### src/rtl/freq_bcd_conv.sv
// Sequential double-dabble converter: measured frequency -> packed BCD plus significant-digit count.
// Optional build macro FREQ_BCD_BLANK_EN replaces leading zero digits with the 4'hF blank code.
module freq_bcd_conv #(
    parameter int BIN_W  = 32,
    parameter int DIGITS = 10
) (
    input  logic                  clk_base,
    input  logic                  reset,
    input  logic [BIN_W-1:0]      freq_in,
    input  logic                  upd,
    output logic [4*DIGITS-1:0]   bcd_out,
    output logic [3:0]            digit_cnt,
    output logic                  valid,
    output logic                  busy
);

    localparam int BCD_W = 4 * DIGITS;
    localparam int CNT_W = $clog2(BIN_W + 1);
    localparam logic [CNT_W-1:0] LAST_ITER = CNT_W'(BIN_W - 1);

`ifdef FREQ_BCD_BLANK_EN
    localparam logic [BCD_W-1:0] BCD_RST = {{(DIGITS-1){4'hF}}, 4'h0};
`else
    localparam logic [BCD_W-1:0] BCD_RST = {BCD_W{1'b0}};
`endif

    typedef enum logic [1:0] {
        S_IDLE  = 2'd0,
        S_SHIFT = 2'd1,
        S_DONE  = 2'd2
    } state_t;

    function automatic logic [BCD_W-1:0] dabble_adjust(input logic [BCD_W-1:0] acc);
        logic [BCD_W-1:0] res;
        res = acc;
        for (int d = 0; d < DIGITS; d++) begin
            if (acc[4*d +: 4] >= 4'd5) begin
                res[4*d +: 4] = acc[4*d +: 4] + 4'd3;
            end else begin
                res[4*d +: 4] = acc[4*d +: 4];
            end
        end
        return res;
    endfunction

    function automatic logic [3:0] sig_digits(input logic [BCD_W-1:0] acc);
        logic [3:0] n;
        n = 4'd1;
        for (int d = 1; d < DIGITS; d++) begin
            if (acc[4*d +: 4] != 4'd0) begin
                n = 4'(d + 1);
            end else begin
                n = n;
            end
        end
        return n;
    endfunction

    // Digit 0 is always shown, so blanking starts at index 1.
    function automatic logic [BCD_W-1:0] blank_leading(input logic [BCD_W-1:0] acc,
                                                        input logic [3:0]       n);
        logic [BCD_W-1:0] res;
        res = acc;
        for (int d = 1; d < DIGITS; d++) begin
            if (d >= int'(n)) begin
                res[4*d +: 4] = 4'hF;
            end else begin
                res[4*d +: 4] = acc[4*d +: 4];
            end
        end
        return res;
    endfunction

    state_t               r_state;
    state_t               w_state_nxt;
    logic                 r_upd_d;
    logic                 r_pend;
    logic [BIN_W-1:0]     r_bin_sr;
    logic [BCD_W-1:0]     r_bcd_acc;
    logic [CNT_W-1:0]     r_cnt;
    logic [BCD_W-1:0]     r_bcd_out;
    logic [3:0]           r_digit_cnt;
    logic                 r_valid;
    logic                 r_busy;

    logic                 w_edge;
    logic                 w_load;
    logic                 w_shift;
    logic                 w_done;
    logic [BCD_W-1:0]     w_adj;
    logic [3:0]           w_sig;
    logic [BCD_W-1:0]     w_result;

    assign w_edge   = upd & ~r_upd_d;
    assign w_adj    = dabble_adjust(r_bcd_acc);
    assign w_sig    = sig_digits(r_bcd_acc);
`ifdef FREQ_BCD_BLANK_EN
    assign w_result = blank_leading(r_bcd_acc, w_sig);
`else
    assign w_result = r_bcd_acc;
`endif

    // State register.
    always_ff @(posedge clk_base) begin
        if (reset) begin
            r_state <= S_IDLE;
        end else begin
            r_state <= w_state_nxt;
        end
    end

    // Next-state and per-cycle control decode.
    always_comb begin
        w_state_nxt = r_state;
        w_load      = 1'b0;
        w_shift     = 1'b0;
        w_done      = 1'b0;
        case (r_state)
            S_IDLE: begin
                if (w_edge || r_pend) begin
                    w_load      = 1'b1;
                    w_state_nxt = S_SHIFT;
                end else begin
                    w_state_nxt = S_IDLE;
                end
            end
            S_SHIFT: begin
                w_shift = 1'b1;
                if (r_cnt == LAST_ITER) begin
                    w_state_nxt = S_DONE;
                end else begin
                    w_state_nxt = S_SHIFT;
                end
            end
            S_DONE: begin
                w_done      = 1'b1;
                w_state_nxt = S_IDLE;
            end
            default: begin
                w_state_nxt = S_IDLE;
            end
        endcase
    end

    // Conversion datapath, request latch and registered outputs.
    always_ff @(posedge clk_base) begin
        if (reset) begin
            r_upd_d     <= 1'b0;
            r_pend      <= 1'b0;
            r_bin_sr    <= {BIN_W{1'b0}};
            r_bcd_acc   <= {BCD_W{1'b0}};
            r_cnt       <= {CNT_W{1'b0}};
            r_bcd_out   <= BCD_RST;
            r_digit_cnt <= 4'd1;
            r_valid     <= 1'b0;
            r_busy      <= 1'b0;
        end else begin
            r_upd_d <= upd;
            r_valid <= w_done;
            // A request arriving mid-conversion is held one-deep and replayed from IDLE.
            if (w_load) begin
                r_pend <= 1'b0;
            end else if (w_edge) begin
                r_pend <= 1'b1;
            end else begin
                r_pend <= r_pend;
            end
            if (w_load) begin
                r_bin_sr  <= freq_in;
                r_bcd_acc <= {BCD_W{1'b0}};
                r_cnt     <= {CNT_W{1'b0}};
                r_busy    <= 1'b1;
            end else if (w_shift) begin
                {r_bcd_acc, r_bin_sr} <= {w_adj, r_bin_sr} << 1;
                r_cnt  <= r_cnt + CNT_W'(1);
                r_busy <= 1'b1;
            end else if (w_done) begin
                r_bcd_out   <= w_result;
                r_digit_cnt <= w_sig;
                r_busy      <= 1'b1;
            end else begin
                r_busy <= 1'b0;
            end
        end
    end

    assign bcd_out   = r_bcd_out;
    assign digit_cnt = r_digit_cnt;
    assign valid     = r_valid;
    assign busy      = r_busy;

endmodule

### config.mk
export PLATFORM = sky130hd
export DESIGN_NAME = freq_bcd_conv
export DESIGN_NICKNAME = d
export VERILOG_FILES = /design/src/rtl/freq_bcd_conv.sv
export SDC_FILE = /design/constraint.sdc
export NUM_CORES = 1
export LEC_CHECK = 0
export ABC_AREA = 1
export BUFFER_PORTS_ARGS = -buffer_cell sky130_fd_sc_hd__buf_4
export CAP_MARGIN = 20
export CORE_ASPECT_RATIO = 0.9
export CORE_MARGIN = 4
export CORE_UTILIZATION = 59
export CTS_BUF_LIST = sky130_fd_sc_hd__clkbuf_4 sky130_fd_sc_hd__clkbuf_8
export CTS_CLUSTER_SIZE = 40
export DETAILED_ROUTE_END_ITERATION = 6
export MAX_ROUTING_LAYER = met4
export PLACE_DENSITY = 0.9
export SLEW_MARGIN = 5
export SYNTH_ARGS = -nofsm -noshare
export SYNTH_HDL_FRONTEND = slang
export SYNTH_SLANG_ARGS = --single-unit
### constraint.sdc
create_clock -name clk_base -period 1.8 [get_ports clk_base]
set_clock_uncertainty 0.05 [all_clocks]
set_input_delay 0.18 -clock clk_base [delete_from_list [all_inputs] [get_ports clk_base]]
set_output_delay 0.18 -clock clk_base [all_outputs]
set_load 0.005 [all_outputs]
---- After elaboration in Yosys (flattened, before gate mapping) ----
Cells that the tools add are included.
word-level totals
  flip-flop bits (word level) ............. 128
  output and inout port bits .............. 46
operators by class
  reductions and logical operators ........ 14
  $lt $le $gt $ge ......................... 10
  mux-type cells .......................... 31
  bitwise gates (word level) .............. 4
  equal/unequal tests ..................... 3
  $add $sub $neg .......................... 11
operators by type and width
  kind                                                                    count
  4-bit two-way mux                                                       17
  32-bit two-way mux                                                      2
  4-bit by 3-bit >= comparator with 1-bit output (second input constant)  10
  4-bit by 2-bit adder with 4-bit output (second input constant)          9
  4-bit nonzero test                                                      9
  1-bit two-way mux                                                       8
  6-bit by 1-bit adder with 6-bit output (second input constant)          1
  6-bit by 5-bit equality test with 1-bit output (second input constant)  1
  2-bit two-way mux                                                       2
  2-bit case mux with 2 select lines                                      1
  3-bit by 2-bit adder with 3-bit output (second input constant)          1
  3-bit two-way mux                                                       1
  1-bit NOT                                                               3
  3-bit AND reduction                                                     1
  2-bit by 1-bit equality test with 1-bit output (second input constant)  1
  2-bit equality test (second input constant)                             1
  2-bit logical NOT                                                       1
  2-bit nonzero test                                                      1
  2-bit OR reduction                                                      1
  1-bit AND                                                               1
  1-bit logical OR                                                        1

---- Logic depth before layout (Yosys ltp) ----
  depth in word-level cells ............... 10
  mapped depth ............................ 13

---- Worst setup path before layout ----
No wires, ideal clock.
  path kind ............................... register to register
  from .................................... register r_bcd_acc[9]
  to ...................................... register r_bcd_acc[9]
  path slack .............................. 355 ps
  arrival ................................. 1,280 ps
  setup time .............................. 115 ps
  period minus slack after synthesis ...... 1,445 ps
  stages on the path, launching flop included .. 9
  data required time ...................... 1,635 ps
  path through ............................ dfxtp_1 -> inv_1 -> ha_1 -> inv_1 -> o21ai_0 -> nand2_1 -> xor2_1 -> o21ai_0 -> inv_1
between the ends
  cells in the longest elaborated chain, start to end .. 2
ends and longest elaborated chain
  item                                            RTL line  text
  start, declared                                 79        logic [BCD_W-1:0] r_bcd_acc;
  start signal, assigned                          151       r_bcd_acc <= {BCD_W{1'b0}};
  start signal, assigned                          170       r_bcd_acc <= {BCD_W{1'b0}};
  start signal, assigned                          174       {r_bcd_acc, r_bin_sr} <= {w_adj, r_bin_sr} << 1;
  4-bit by 3-bit >= comparator with 1-bit output  37        if (acc[4*d +: 4] >= 4'd5) begin
  4-bit two-way mux                               37
Every way passes these cells.
A chain may end at the register's enable or synchronous reset.

---- Worst setup path in the final report ----
  from .................................... register r_state[0]
  to ...................................... register r_bin_sr[21]
between the ends
  cells in the longest elaborated chain, start to end .. 3
  elaborated cells between the ends (all ways) .. 6
  classes of those cells .................. 1 x eq/ne; 3 x mux; 2 x reduce/logical
ends and longest elaborated chain
  item                                                                                 RTL line  text
  start, declared                                                                      74        state_t r_state;
  start signal, assigned                                                               108       r_state <= w_state_nxt;
  2-bit by 1-bit equality test with 1-bit output or 2-bit logical NOT (tied branches)  118       case (r_state)
  1-bit two-way mux                                                                    118
  2-bit nonzero test (no line) or 32-bit two-way mux (tied branches)                   n/a
  end signal, assigned                                                                 150       r_bin_sr <= {BIN_W{1'b0}};
  end signal, assigned                                                                 169       r_bin_sr <= freq_in;
  end signal, assigned                                                                 174
  end, declared                                                                        78        logic [BIN_W-1:0] r_bin_sr;
Several ways; a longest one is shown, not always the timed one.

==> metrics <==
reg2reg start=r_state[0]$_SDFF_PP0_; failing checks=DRC, setup timing; cell area after synthesis=0.00573 mm^2; reg2reg end=r_bin_sr[21]$_SDFFE_PP0P_; flop-to-flop setup slack=-0.03 ns; DP Cell Count=885; critical path class=flip-flop to flip-flop; syn avg cell area=between 8 and 9 um^2; Worst Path Max Fanout=21; CTS tree=done; HPWL Detailed=8780 um; minimum clock period=1.83 ns; number of library cell types mapped by synthesis=34; Initial DRC Count=694; CP Data Required Time=slightly above 2 ns; antenna-violating nets left=0; compound-cell area share of the yosys netlist=approximately a fifth; worst IR drop on VDD=just over 0.5 mV; Critical Path AT=between 2 and 2.5 ns; post-synthesis mux area share=4.72%; Pwr Density=952 mW/mm^2; # rows=33; Fillers=523; Post-Route WL=~18000 um; RePlAce Congestion=approximately 0.84; Slew @ Worst Pin=just over 0.5 ns; die area=between 0.01 and 0.015 mm^2; drt wl/cell=19.4 um; htree depth=4; gr usage total=30.0%; layout cells sized above 1=between 15 and 20%; static leakage=around 3.3 nW; Via Count=~5900; Rel. slew slack=66.0%; Primary FF master, synth=dfxtp_1; Tcrit/Tclk final=102%; Post-Synth Simple-Gate Area=12.7%; IO Pins=81; Post-Synth Adder-Cell Area=5.24%; count of final setup violators=4; Chip Width=112 um; Critical Path End=r_bin_sr[21]$_SDFFE_PP0P_; area leader, netlist=dfxtp_1; Pwr Total=between 6 and 7 mW; DR pass1 iterations=7; Syn Inst Count=711; final hold violation count=0; Initial Util=61.7%; synth-to-layout area growth=26.3%; YS warnings=0; Syn Nets=770; clock sink count=128; Worst Setup SP=r_state[0]$_SDFF_PP0_; FF-to-FF path depth=6; number of flops mapped to enable cells by yosys=0; Finished Layout Cells=around 950; Root Buffer=clkbuf_8; Final WS setup=-0.0303 ns; PortBufs=80; synth top area cells=dfxtp_1 45%, o21ai_0 9.3%, a21oi_1 8.0%; max cap viols=0; Synth Register Bits=128; vias per cell=slightly above 6; DP Area=0.00641 mm^2; Synth async-reset ratio=0%; crit path launch type=flip-flop; Max Root-Sink Buffers=2; status=finished, violations left; CORE AREA=roughly 0.0093 mm^2; die span in y=102 um; largest family of logic cells by synthesized area=compound AO/OA/AOI/OAI gates; count of final max-slew check failures=0; global-route wire length before repair=between 20000 and 30000 um; fraction of synthesized cell area taken by the top area cell type=44.7%; largest net degree at the start of global routing=59; post-synthesis xor/xnor area fraction=2.44%; vias in the first global route=around 5500; Worst-Skew Late Latency=0.45 ns; pre-CTS WS=0.135 ns; clock slew at reported path FFs=roughly 0.10 ns; FMAX=0.546 GHz; final hold slack=0.443 ns; cts bufs inserted=17; commonest non-fill, non-tap cell in the layout=dfxtp_1; CP Capture Type=flip-flop; initial antenna violation count=0; nets=around 880; DRC Markers=1; gr ovfl total=0; commonest non-fill, non-tap cells in the layout=126 x dfxtp_1, 97 x o21ai_0, 92 x a21oi_1; Post-CTS Setup Bufs=0; design area=0.00724 mm^2; sequential share of the synthesized area=44.7%; Hold Crit Class=flip-flop to flip-flop
kinds of logic after synthesis:
logic type      after synthesis
flops                       128
fa+ha+maj                    24
buf+inv                     128
mux                          27
simple gates                164
compound gates              224
xor+xnor                     16
worst max-delay path: stages, from the launching register on:
cell     delay (ns)
dfxtp_1        0.41
inv_1          0.10
ha_1           0.24
nand2_4        0.14
nand2_8        0.13
buf_4          0.23
o21ai_1        0.39
flip-flops by register name (all words and copies together), names as in the netlist, 2 cells and up:
name / count
bcd_out: 40
digit_cnt: 4
r_bcd_acc: 40
r_bin_sr: 32
r_cnt: 6
r_state: 2
worst min-delay path by stage:
stage	start	endpoint	slack (ns)	cells after the start
after global placement	upd	r_upd_d$_SDFF_PP0_	0.35	3
after detailed placement	freq_in[27]	r_bin_sr[27]$_SDFFE_PP0P_	0.36	3
final	r_bcd_acc[27]$_SDFFE_PP0P_	r_bcd_acc[27]$_SDFFE_PP0P_	0.44	2
after CTS	r_cnt[5]$_SDFFE_PP0P_	r_state[1]$_SDFF_PP0_	0.42	1
after global routing	r_cnt[5]$_SDFFE_PP0P_	r_state[1]$_SDFF_PP0_	0.46	1
after floorplan	reset	bcd_out[38]$_SDFFE_PP0P_	0.21	1
metal layers:
metal  routed length, um  track usage (%)  vias up
met5                   0                -        -
met4                1250             18.9        0
met1                6700             32.9     2695
li1                    -                -     2609
met3                1810             6.57      136
met2                8690             49.9      451
repair_timing:
item	CTS	global route
endpoints found under the setup margin	0	38
hold buffers	35	0
endpoints found under the hold margin	37	0
resized for setup	0	25
report_power, final:
part / leakage [nW] / switching (mW) / total (mW) / internal, mW
clock network: 0.188 / 1.20 / 2.50 / 1.30
registers: 1.04 / 0.134 / 3.11 / 2.98
logic: 2.05 / 0.803 / 1.28 / 0.477
total: 3.27 / 2.13 / 6.89 / 4.76
area by class of cell:
cell class	instances	area [um^2]	share of cell area, %
tap	122	153	2.11
antenna	1	2.50	0.0346
clock inverter	10	114	1.57
clock buffer	21	270	3.73
sequential	128	2560	35.4
multi-input combinational	455	2690	37.1
timing repair buffer	130	1120	15.5
inverter	86	325	4.49
metrics by stage:
stage	TNS, ns	utilization (%)
floorplan	0	-
global placement	0	69.0
detailed placement	0	69.0
CTS	0	76.9
global route	-0.490	77.9
finish	-0.0610	77.9
synth_stat cells, types with 15 or more instances:
cell type  count
dfxtp_1      128
o21ai_0      106
a21oi_1       92
inv_1         83
nand2_1       69
nand3_1       53
mux2i_1       27
ha_1          24
nor2_1        24
buf_2         18
clkbuf_1      16
xor2_1        15
(Power assumes the default switching activity.)
